## config.mk

```make
export PLATFORM = sky130hd
export DESIGN_NAME = add_rs_scheduler_flat
export DESIGN_NICKNAME = d
export VERILOG_FILES = /design/src/rtl/add_rs_scheduler_if.sv /design/src/rtl/add_rs_scheduler.sv /design/src/flat_wrapper.sv
export SDC_FILE = /design/constraint.sdc
export NUM_CORES = 1
export LEC_CHECK = 0
export ABC_AREA = 1
export BUFFER_PORTS_ARGS = -buffer_cell sky130_fd_sc_hd__buf_2
export CORE_AREA = 4 4 174 142
export DETAILED_ROUTE_END_ITERATION = 8
export DIE_AREA = 0 0 178 146
export PLACE_DENSITY = 0.54
export SLEW_MARGIN = 40
export SYNTH_ARGS = -nofsm -noshare
export SYNTH_HDL_FRONTEND = slang
export SYNTH_SLANG_ARGS = --single-unit
```

## constraint.sdc

```tcl
create_clock -name clk -period 3.3 [get_ports clk]
set_input_delay 0.165 -clock clk [delete_from_list [all_inputs] [get_ports clk]]
set_output_delay 0.165 -clock clk [all_outputs]
set_load 0.02 [all_outputs]
```

## src/rtl/add_rs_scheduler_if.sv

```systemverilog
// Issue, CDB snoop and writeback bundle for the add/sub reservation-station scheduler.
// The master side is dispatch plus the CDB arbiter; the slave side is the scheduler.
interface add_rs_scheduler_if #(
    parameter int unsigned DW = 8,
    parameter int unsigned TW = 3
) ();
    logic          iss_valid;
    logic          iss_ready;
    logic [3:0]    iss_func;
    logic [3:0]    iss_rd;
    logic [TW-1:0] iss_rob;
    logic [DW-1:0] iss_v1;
    logic [DW-1:0] iss_v2;
    logic [TW-1:0] iss_q1;
    logic [TW-1:0] iss_q2;
    logic          iss_r1;
    logic          iss_r2;
    logic          cdb_valid;
    logic [TW-1:0] cdb_tag;
    logic [DW-1:0] cdb_data;
    logic          wb_req;
    logic          wb_gnt;
    logic [TW-1:0] wb_tag;
    logic [3:0]    wb_rd;
    logic [DW-1:0] wb_data;

    modport master (
        output iss_valid, iss_func, iss_rd, iss_rob, iss_v1, iss_v2, iss_q1, iss_q2,
        output iss_r1, iss_r2, cdb_valid, cdb_tag, cdb_data, wb_gnt,
        input  iss_ready, wb_req, wb_tag, wb_rd, wb_data
    );

    modport slave (
        input  iss_valid, iss_func, iss_rd, iss_rob, iss_v1, iss_v2, iss_q1, iss_q2,
        input  iss_r1, iss_r2, cdb_valid, cdb_tag, cdb_data, wb_gnt,
        output iss_ready, wb_req, wb_tag, wb_rd, wb_data
    );
endinterface

```

## src/rtl/add_rs_scheduler.sv

```systemverilog
// Add/sub reservation-station array with CDB snooping, oldest-ready select and a single
// shared execute unit that requests the CDB for writeback.
module add_rs_scheduler #(
    parameter int unsigned DEPTH = 3,
    parameter int unsigned LAT   = 1,
    parameter int unsigned DW    = 8,
    parameter int unsigned TW    = 3
) (
    input  logic              clk,
    input  logic              rst_n,
    add_rs_scheduler_if.slave bus,
    output logic [1:0]        rs_count,
    output logic              busy
);
    localparam logic [1:0]  IDLE = 2'd0;
    localparam logic [1:0]  EXEC = 2'd1;
    localparam logic [1:0]  WB   = 2'd2;
    localparam int unsigned IW   = 2;
    localparam int unsigned CNTW = (LAT > 1) ? $clog2(LAT) : 1;

    logic [DEPTH-1:0] valid_q, r1_q, r2_q;
    logic [3:0]       func_q [DEPTH];
    logic [3:0]       rd_q   [DEPTH];
    logic [TW-1:0]    rob_q  [DEPTH];
    logic [TW-1:0]    q1_q   [DEPTH];
    logic [TW-1:0]    q2_q   [DEPTH];
    logic [DW-1:0]    v1_q   [DEPTH];
    logic [DW-1:0]    v2_q   [DEPTH];
    // Age is the rank among occupied entries: 0 is the oldest.
    logic [1:0]       age_q  [DEPTH];
    logic [2:0]       count_q;

    logic [1:0]       state_q;
    logic [CNTW-1:0]  cnt_q;
    logic [3:0]       ex_func_q, ex_rd_q;
    logic [TW-1:0]    ex_rob_q;
    logic [DW-1:0]    ex_v1_q, ex_v2_q;
    logic [TW-1:0]    wb_tag_q;
    logic [3:0]       wb_rd_q;
    logic [DW-1:0]    wb_data_q;

    logic          any_ready, any_free, iss_ready, issue, dispatch, hit1, hit2;
    logic [IW-1:0] sel_idx, free_idx;
    logic [1:0]    sel_age;
    logic [DW-1:0] result;

    always_comb begin
        any_ready = 1'b0;
        sel_idx   = '0;
        sel_age   = '1;
        any_free  = 1'b0;
        free_idx  = '0;
        for (int i = 0; i < DEPTH; i++) begin
            if (valid_q[i] && r1_q[i] && r2_q[i] && (!any_ready || age_q[i] < sel_age)) begin
                any_ready = 1'b1;
                sel_idx   = IW'(i);
                sel_age   = age_q[i];
            end
        end
        for (int i = int'(DEPTH) - 1; i >= 0; i--) begin
            if (!valid_q[i]) begin
                any_free = 1'b1;
                free_idx = IW'(i);
            end
        end
    end

    assign iss_ready = (count_q < 3'(DEPTH));
    assign issue     = bus.iss_valid & iss_ready & any_free;
    assign dispatch  = any_ready & ((state_q == IDLE) | ((state_q == WB) & bus.wb_gnt));
    assign hit1      = bus.cdb_valid & ~bus.iss_r1 & (bus.iss_q1 == bus.cdb_tag);
    assign hit2      = bus.cdb_valid & ~bus.iss_r2 & (bus.iss_q2 == bus.cdb_tag);

    always_comb begin
        result = '0;
        case (ex_func_q)
            4'b0000: result = ex_v1_q + ex_v2_q;
            4'b0001: result = ex_v1_q - ex_v2_q;
            default: result = '0;
        endcase
    end

    always_ff @(posedge clk or negedge rst_n) begin
        if (!rst_n) begin
            valid_q <= '0;
            r1_q    <= '0;
            r2_q    <= '0;
            count_q <= '0;
            for (int i = 0; i < DEPTH; i++) begin
                func_q[i] <= '0;
                rd_q[i]   <= '0;
                rob_q[i]  <= '0;
                q1_q[i]   <= '0;
                q2_q[i]   <= '0;
                v1_q[i]   <= '0;
                v2_q[i]   <= '0;
                age_q[i]  <= '0;
            end
        end else begin
            for (int i = 0; i < DEPTH; i++) begin
                if (valid_q[i]) begin
                    if (bus.cdb_valid && !r1_q[i] && (q1_q[i] == bus.cdb_tag)) begin
                        v1_q[i] <= bus.cdb_data;
                        r1_q[i] <= 1'b1;
                    end
                    if (bus.cdb_valid && !r2_q[i] && (q2_q[i] == bus.cdb_tag)) begin
                        v2_q[i] <= bus.cdb_data;
                        r2_q[i] <= 1'b1;
                    end
                    if (dispatch && (age_q[i] > sel_age)) age_q[i] <= age_q[i] - 2'd1;
                end
            end
            if (dispatch) valid_q[sel_idx] <= 1'b0;
            if (issue) begin
                valid_q[free_idx] <= 1'b1;
                func_q[free_idx]  <= bus.iss_func;
                rd_q[free_idx]    <= bus.iss_rd;
                rob_q[free_idx]   <= bus.iss_rob;
                q1_q[free_idx]    <= bus.iss_q1;
                q2_q[free_idx]    <= bus.iss_q2;
                r1_q[free_idx]    <= bus.iss_r1 | hit1;
                r2_q[free_idx]    <= bus.iss_r2 | hit2;
                v1_q[free_idx]    <= hit1 ? bus.cdb_data : bus.iss_v1;
                v2_q[free_idx]    <= hit2 ? bus.cdb_data : bus.iss_v2;
                age_q[free_idx]   <= count_q[1:0] - {1'b0, dispatch};
            end
            count_q <= count_q + {2'b0, issue} - {2'b0, dispatch};
        end
    end

    always_ff @(posedge clk or negedge rst_n) begin
        if (!rst_n) begin
            state_q   <= IDLE;
            cnt_q     <= '0;
            ex_func_q <= '0;
            ex_rd_q   <= '0;
            ex_rob_q  <= '0;
            ex_v1_q   <= '0;
            ex_v2_q   <= '0;
            wb_tag_q  <= '0;
            wb_rd_q   <= '0;
            wb_data_q <= '0;
        end else begin
            case (state_q)
                IDLE: if (dispatch) state_q <= EXEC;
                EXEC: begin
                    if (cnt_q == CNTW'(LAT - 1)) begin
                        state_q   <= WB;
                        wb_tag_q  <= ex_rob_q;
                        wb_rd_q   <= ex_rd_q;
                        wb_data_q <= result;
                    end else begin
                        cnt_q <= cnt_q + CNTW'(1);
                    end
                end
                WB:      if (bus.wb_gnt) state_q <= dispatch ? EXEC : IDLE;
                default: state_q <= IDLE;
            endcase
            if (dispatch) begin
                cnt_q     <= '0;
                ex_func_q <= func_q[sel_idx];
                ex_rd_q   <= rd_q[sel_idx];
                ex_rob_q  <= rob_q[sel_idx];
                ex_v1_q   <= v1_q[sel_idx];
                ex_v2_q   <= v2_q[sel_idx];
            end
        end
    end

    assign bus.iss_ready = iss_ready;
    assign bus.wb_req    = (state_q == WB);
    assign bus.wb_tag    = wb_tag_q;
    assign bus.wb_rd     = wb_rd_q;
    assign bus.wb_data   = wb_data_q;
    assign rs_count      = count_q[1:0];
    assign busy          = (state_q != IDLE);
endmodule

```

## src/flat_wrapper.sv

```systemverilog
// flat-port wrapper written by rule: the top's interface ports become plain ports
module add_rs_scheduler_flat 
#(
    parameter int unsigned DEPTH = 3,
    parameter int unsigned LAT   = 1,
    parameter int unsigned DW    = 8,
    parameter int unsigned TW    = 3
)
  (clk, rst_n, rs_count, busy, bus_iss_valid, bus_iss_func, bus_iss_rd, bus_iss_rob, bus_iss_v1, bus_iss_v2, bus_iss_q1, bus_iss_q2, bus_iss_r1, bus_iss_r2, bus_cdb_valid, bus_cdb_tag, bus_cdb_data, bus_wb_gnt, bus_iss_ready, bus_wb_req, bus_wb_tag, bus_wb_rd, bus_wb_data);
  add_rs_scheduler_if #(.DW(DW), .TW(TW)) bus_i ();
  input  logic clk;
  input  logic rst_n;
  output logic [1:0] rs_count;
  output logic busy;
  input wire logic [$bits(bus_i.iss_valid)-1:0] bus_iss_valid;
  input wire logic [$bits(bus_i.iss_func)-1:0] bus_iss_func;
  input wire logic [$bits(bus_i.iss_rd)-1:0] bus_iss_rd;
  input wire logic [$bits(bus_i.iss_rob)-1:0] bus_iss_rob;
  input wire logic [$bits(bus_i.iss_v1)-1:0] bus_iss_v1;
  input wire logic [$bits(bus_i.iss_v2)-1:0] bus_iss_v2;
  input wire logic [$bits(bus_i.iss_q1)-1:0] bus_iss_q1;
  input wire logic [$bits(bus_i.iss_q2)-1:0] bus_iss_q2;
  input wire logic [$bits(bus_i.iss_r1)-1:0] bus_iss_r1;
  input wire logic [$bits(bus_i.iss_r2)-1:0] bus_iss_r2;
  input wire logic [$bits(bus_i.cdb_valid)-1:0] bus_cdb_valid;
  input wire logic [$bits(bus_i.cdb_tag)-1:0] bus_cdb_tag;
  input wire logic [$bits(bus_i.cdb_data)-1:0] bus_cdb_data;
  input wire logic [$bits(bus_i.wb_gnt)-1:0] bus_wb_gnt;
  output wire logic [$bits(bus_i.iss_ready)-1:0] bus_iss_ready;
  output wire logic [$bits(bus_i.wb_req)-1:0] bus_wb_req;
  output wire logic [$bits(bus_i.wb_tag)-1:0] bus_wb_tag;
  output wire logic [$bits(bus_i.wb_rd)-1:0] bus_wb_rd;
  output wire logic [$bits(bus_i.wb_data)-1:0] bus_wb_data;
  assign bus_i.iss_valid = bus_iss_valid;
  assign bus_i.iss_func = bus_iss_func;
  assign bus_i.iss_rd = bus_iss_rd;
  assign bus_i.iss_rob = bus_iss_rob;
  assign bus_i.iss_v1 = bus_iss_v1;
  assign bus_i.iss_v2 = bus_iss_v2;
  assign bus_i.iss_q1 = bus_iss_q1;
  assign bus_i.iss_q2 = bus_iss_q2;
  assign bus_i.iss_r1 = bus_iss_r1;
  assign bus_i.iss_r2 = bus_iss_r2;
  assign bus_i.cdb_valid = bus_cdb_valid;
  assign bus_i.cdb_tag = bus_cdb_tag;
  assign bus_i.cdb_data = bus_cdb_data;
  assign bus_i.wb_gnt = bus_wb_gnt;
  assign bus_iss_ready = bus_i.iss_ready;
  assign bus_wb_req = bus_i.wb_req;
  assign bus_wb_tag = bus_i.wb_tag;
  assign bus_wb_rd = bus_i.wb_rd;
  assign bus_wb_data = bus_i.wb_data;
  add_rs_scheduler #(.DEPTH(DEPTH), .LAT(LAT), .DW(DW), .TW(TW)) u_core (.clk(clk), .rst_n(rst_n), .bus(bus_i), .rs_count(rs_count), .busy(busy));
endmodule
```

==> key figures <==
Outcome
  • Outcome: complete, no violations

STA
  • Final min period: ~2800 ps
  • Final hold slack: roughly 16 ps
  • Total negative slack: 0 ps
  • Hold Violations, Final: 0
  • RSZ-0062 raised after global routing: no
  • Relative slew slack: between 40% and 50%
  • Slew @ Worst Pin: ~840 ps
  • Period utilisation layout: between 80% and 90%
  • Max frequency: roughly 360 MHz
  • Final Max Slew Viols: 0
  • Final setup vio count: 0
  • Clock skew: 11.05 ps

Final layout
  • Diodes inserted: 0
  • Nets: approximately 1100
  • Area growth from synthesis to layout: 16.39%
  • Layout cell share with drive strength beyond 1: between 10% and 20%

Routing
  • Drt pass-1 iters: 5
  • Vias: roughly 6700
  • Final WL: 22620 um
  • Post-DRT Antenna Nets: 0
  • Initial DRC count: approximately 560
  • DR WL/cell: 16.63 um
  • Post-detailed-route DRC marker count: 0
  • Vias per cell: 4.957

Die
  • Die X-Extent: 178 um
  • Core area: between 0.02 and 0.025 mm^2
  • Die ar.: around 0.026 mm^2
  • Cell Rows: 50
  • Starting Density: 35.32%
  • # IOs: 71
  • Die Ht: 146 um

Clocking
  • Clock net sink count: 161
  • Clock Pin Slew Worst Setup and Hold Paths: 70 ps
  • Clock tree buffer depth: 2
  • # Post-CTS Setup Buffers: 0
  • # hold bufs at CTS: 2
  • CTS root buf: clkbuf_16
  • Num CTS Buffers: 17
  • CTS tree: done
  • # resized after CTS: 0
  • H-Tree Depth: 4
  • Worst-Skew Late Latency: between 400 and 500 ps

Synth
  • Syn avg cell area: ~8.4 um^2
  • Ys async rst share: 100.0%
  • Seq cells post-synth: ~160
  • Post-synth net total: between 1000 and 1500
  • Post-synth EDFFs: 0
  • Synth Flop Type: dfrtp_1
  • Seq/Total Area, Yosys: about half
  • Mapped cell area: approximately 0.008 mm^2
  • Mapped Cells: roughly 970
  • Netlist cell types: 43
  • Yosys warns: 0

Global routing
  • Grt total ovfl: 0
  • Largest net degree at the start of global routing: 93
  • Global-route wire length before repair: approximately 37000 um
  • Vias in the first global route: approximately 6500
  • Initial antenna violation count: 0
  • Tot GR Track Use: between 10% and 20%

Place
  • Dpl hpwl: ~15000 um
  • IO buf count: 70
  • Gpl congestion: about 0.82

Worst setup path
  • CP Data Arrival Time: approximately 3100 ps
  • Setup crit start: u_core.r2_q[0]
  • R2r setup slk: 510 ps
  • FF-to-FF End: u_core.age_q[5]
  • WS Path Type: reg2reg
  • CP endpoint: u_core.age_q[5]
  • Crit start category: flop
  • Worst setup EP type: flop
  • Reg2Reg Depth: 18
  • CP Max Fanout: 6
  • Worst r2r src: u_core.r2_q[0]
  • Critical Path RT: approximately 3700 ps

Job
  • Max-Cap Viols: 0

Power
  • Max IR drop VDD: 0.0003768 V
  • Leakage Power: approximately 0.0046 uW
  • PwrDens: around 1100 mW/mm^2

Worst hold path
  • Hold Path Class: in2reg
[cell families after synthesis]
family	synth area share [%]
simple gates	16.59
compound gates	19.64
flops	49.42
buf+inv	7.996
xor+xnor	2.578
fa+ha+maj	2.793
mux	0.9822
[power breakdown]
| part | leakage, uW | internal, uW | total [uW] | switching, uW |
|---|---|---|---|---|
| combinational | 0.00235 | 1710 | 4540 | 2830 |
| clock | 0.000297 | 1160 | 2060 | 895 |
| sequential | 0.00196 | 2940 | 3560 | 614 |
| total | 0.00460 | 5820 | 10200 | 4340 |
[cell type report]
type	count	area [um^2]
Fill cell	2333	13600
Sequential cell	161	4029
Multi-Input combinational cell	653	3492
Timing Repair Buffer	91	548.0
Clock buffer	18	439.2
Inverter	111	419.2
Tap cell	312	390.4
Clock inverter	14	171.4
[sequential cells by signal, indices dropped and copies added (netlist names), 3 cells and up]
register and count:
u_core.ex_rob_q 3, u_core.rob_q 9, u_core.func_q 12, u_core.ex_v2_q 8, u_core.r2_q 3, u_core.bus.wb_data 8, u_core.r1_q 3, u_core.ex_rd_q 4
u_core.ex_v1_q 8, u_core.age_q 6, u_core.ex_func_q 4, u_core.v2_q 24, u_core.bus.wb_rd 4, u_core.bus.wb_tag 3, u_core.q2_q 9, u_core.v1_q 24
u_core.rd_q 12, u_core.count_q 3, u_core.q1_q 9, u_core.valid_q 3
[cells in the final DEF (no fill, tap or decap), types with 3 or more instances in the layout]
cell       count
nand3_1       18
nor2_1        45
a211oi_1      21
o221ai_1       4
o211ai_1      12
ha_1          15
a21oi_1       43
nand4_1        8
o221a_2        5
nand3_2        4
buf_2         69
o21ai_0      152
nand2_1      235
clkinv_4       5
inv_1        106
o22ai_1       16
nor3_1         8
xnor2_1       16
mux2i_1        8
buf_4         17
inv_2          4
clkbuf_16     17
inv_6          3
nand2_2        4
inv_8          3
a31oi_1       11
dfrtp_1      161
xor2_1         8
[critical path, stage by stage, from the launching register on]
cell     delay [ps]
dfrtp_1         390
inv_1            80
nor2_1          180
nand3_1         140
nand3_2         100
nand2_1          50
nand2_1          70
nand2_1          60
nand2_2          80
nand2_4          80
o21ai_0         360
ha_1            310
inv_1            70
a21oi_1          60
nor3_1          280
nand3_1         140
nand2_1          70
nand2_1          50
a21oi_1         120
[per-stage QoR]
| stage | setup WS (ps) | instances | utilization, % | instance area [um^2] | power (uW) |
|---|---|---|---|---|---|
| after global routing | 62.10 | 1360 | 41.11 | 9489 | 11070 |
| after CTS | 542.9 | 1360 | 41.11 | 9489 | 10240 |
| after floorplan | 808.1 | 972 | - | 8153 | 6790 |
| after global placement | 639.3 | 1326 | 38.31 | 8843 | 8074 |
| after detailed placement | 548.7 | 1326 | 38.37 | 8859 | 8142 |
| final | 514.2 | 1360 | 41.11 | 9489 | 10160 |
[Yosys cell counts (4+ instances only)]
cell	instances	area (um^2)
nor3_1	8	40.04
buf_2	21	105.1
ha_1	15	187.7
dfrtp_1	161	4029
nand2_1	236	885.9
clkbuf_1	18	67.56
o211ai_1	12	90.09
o221ai_1	4	35.03
nand4_1	8	50.05
xor2_1	8	70.07
o21ai_0	152	760.7
a211oi_1	21	157.7
xnor2_1	16	140.1
inv_1	106	397.9
o221a_2	5	56.30
nand3_1	18	90.09
nand3_2	4	40.04
nor2_1	45	168.9
mux2i_1	8	80.08
a21oi_1	43	215.2
o22ai_1	16	100.1
a31oi_1	11	68.82
inv_2	4	15.01
[worst min-delay path by stage]
stage | from | end | cells past startpoint
2_1_floorplan | rst_n | u_core.age_q[0] | 0
3_5_place_dp | rst_n | u_core.rob_q[8] | 1
3_3_place_gp | rst_n | u_core.q2_q[6] | 1
6_report | bus_cdb_data[7] | u_core.v1_q[7] | 3
4_1_cts | bus_cdb_data[3] | u_core.v1_q[19] | 3
5_1_grt | bus_cdb_data[0] | u_core.v2_q[0] | 3
[metal layers]
metal / track usage, % / routed length, um / vias to the layer above
met4: 4.097 / 241 / 0
met3: 3.247 / 1109 / 17
li1: - / - / 3382
met2: 25.31 / 9291 / 159
met1: 28.85 / 11980 / 3184
met5: 0 / 0 / -
(Power assumes the default switching activity.)
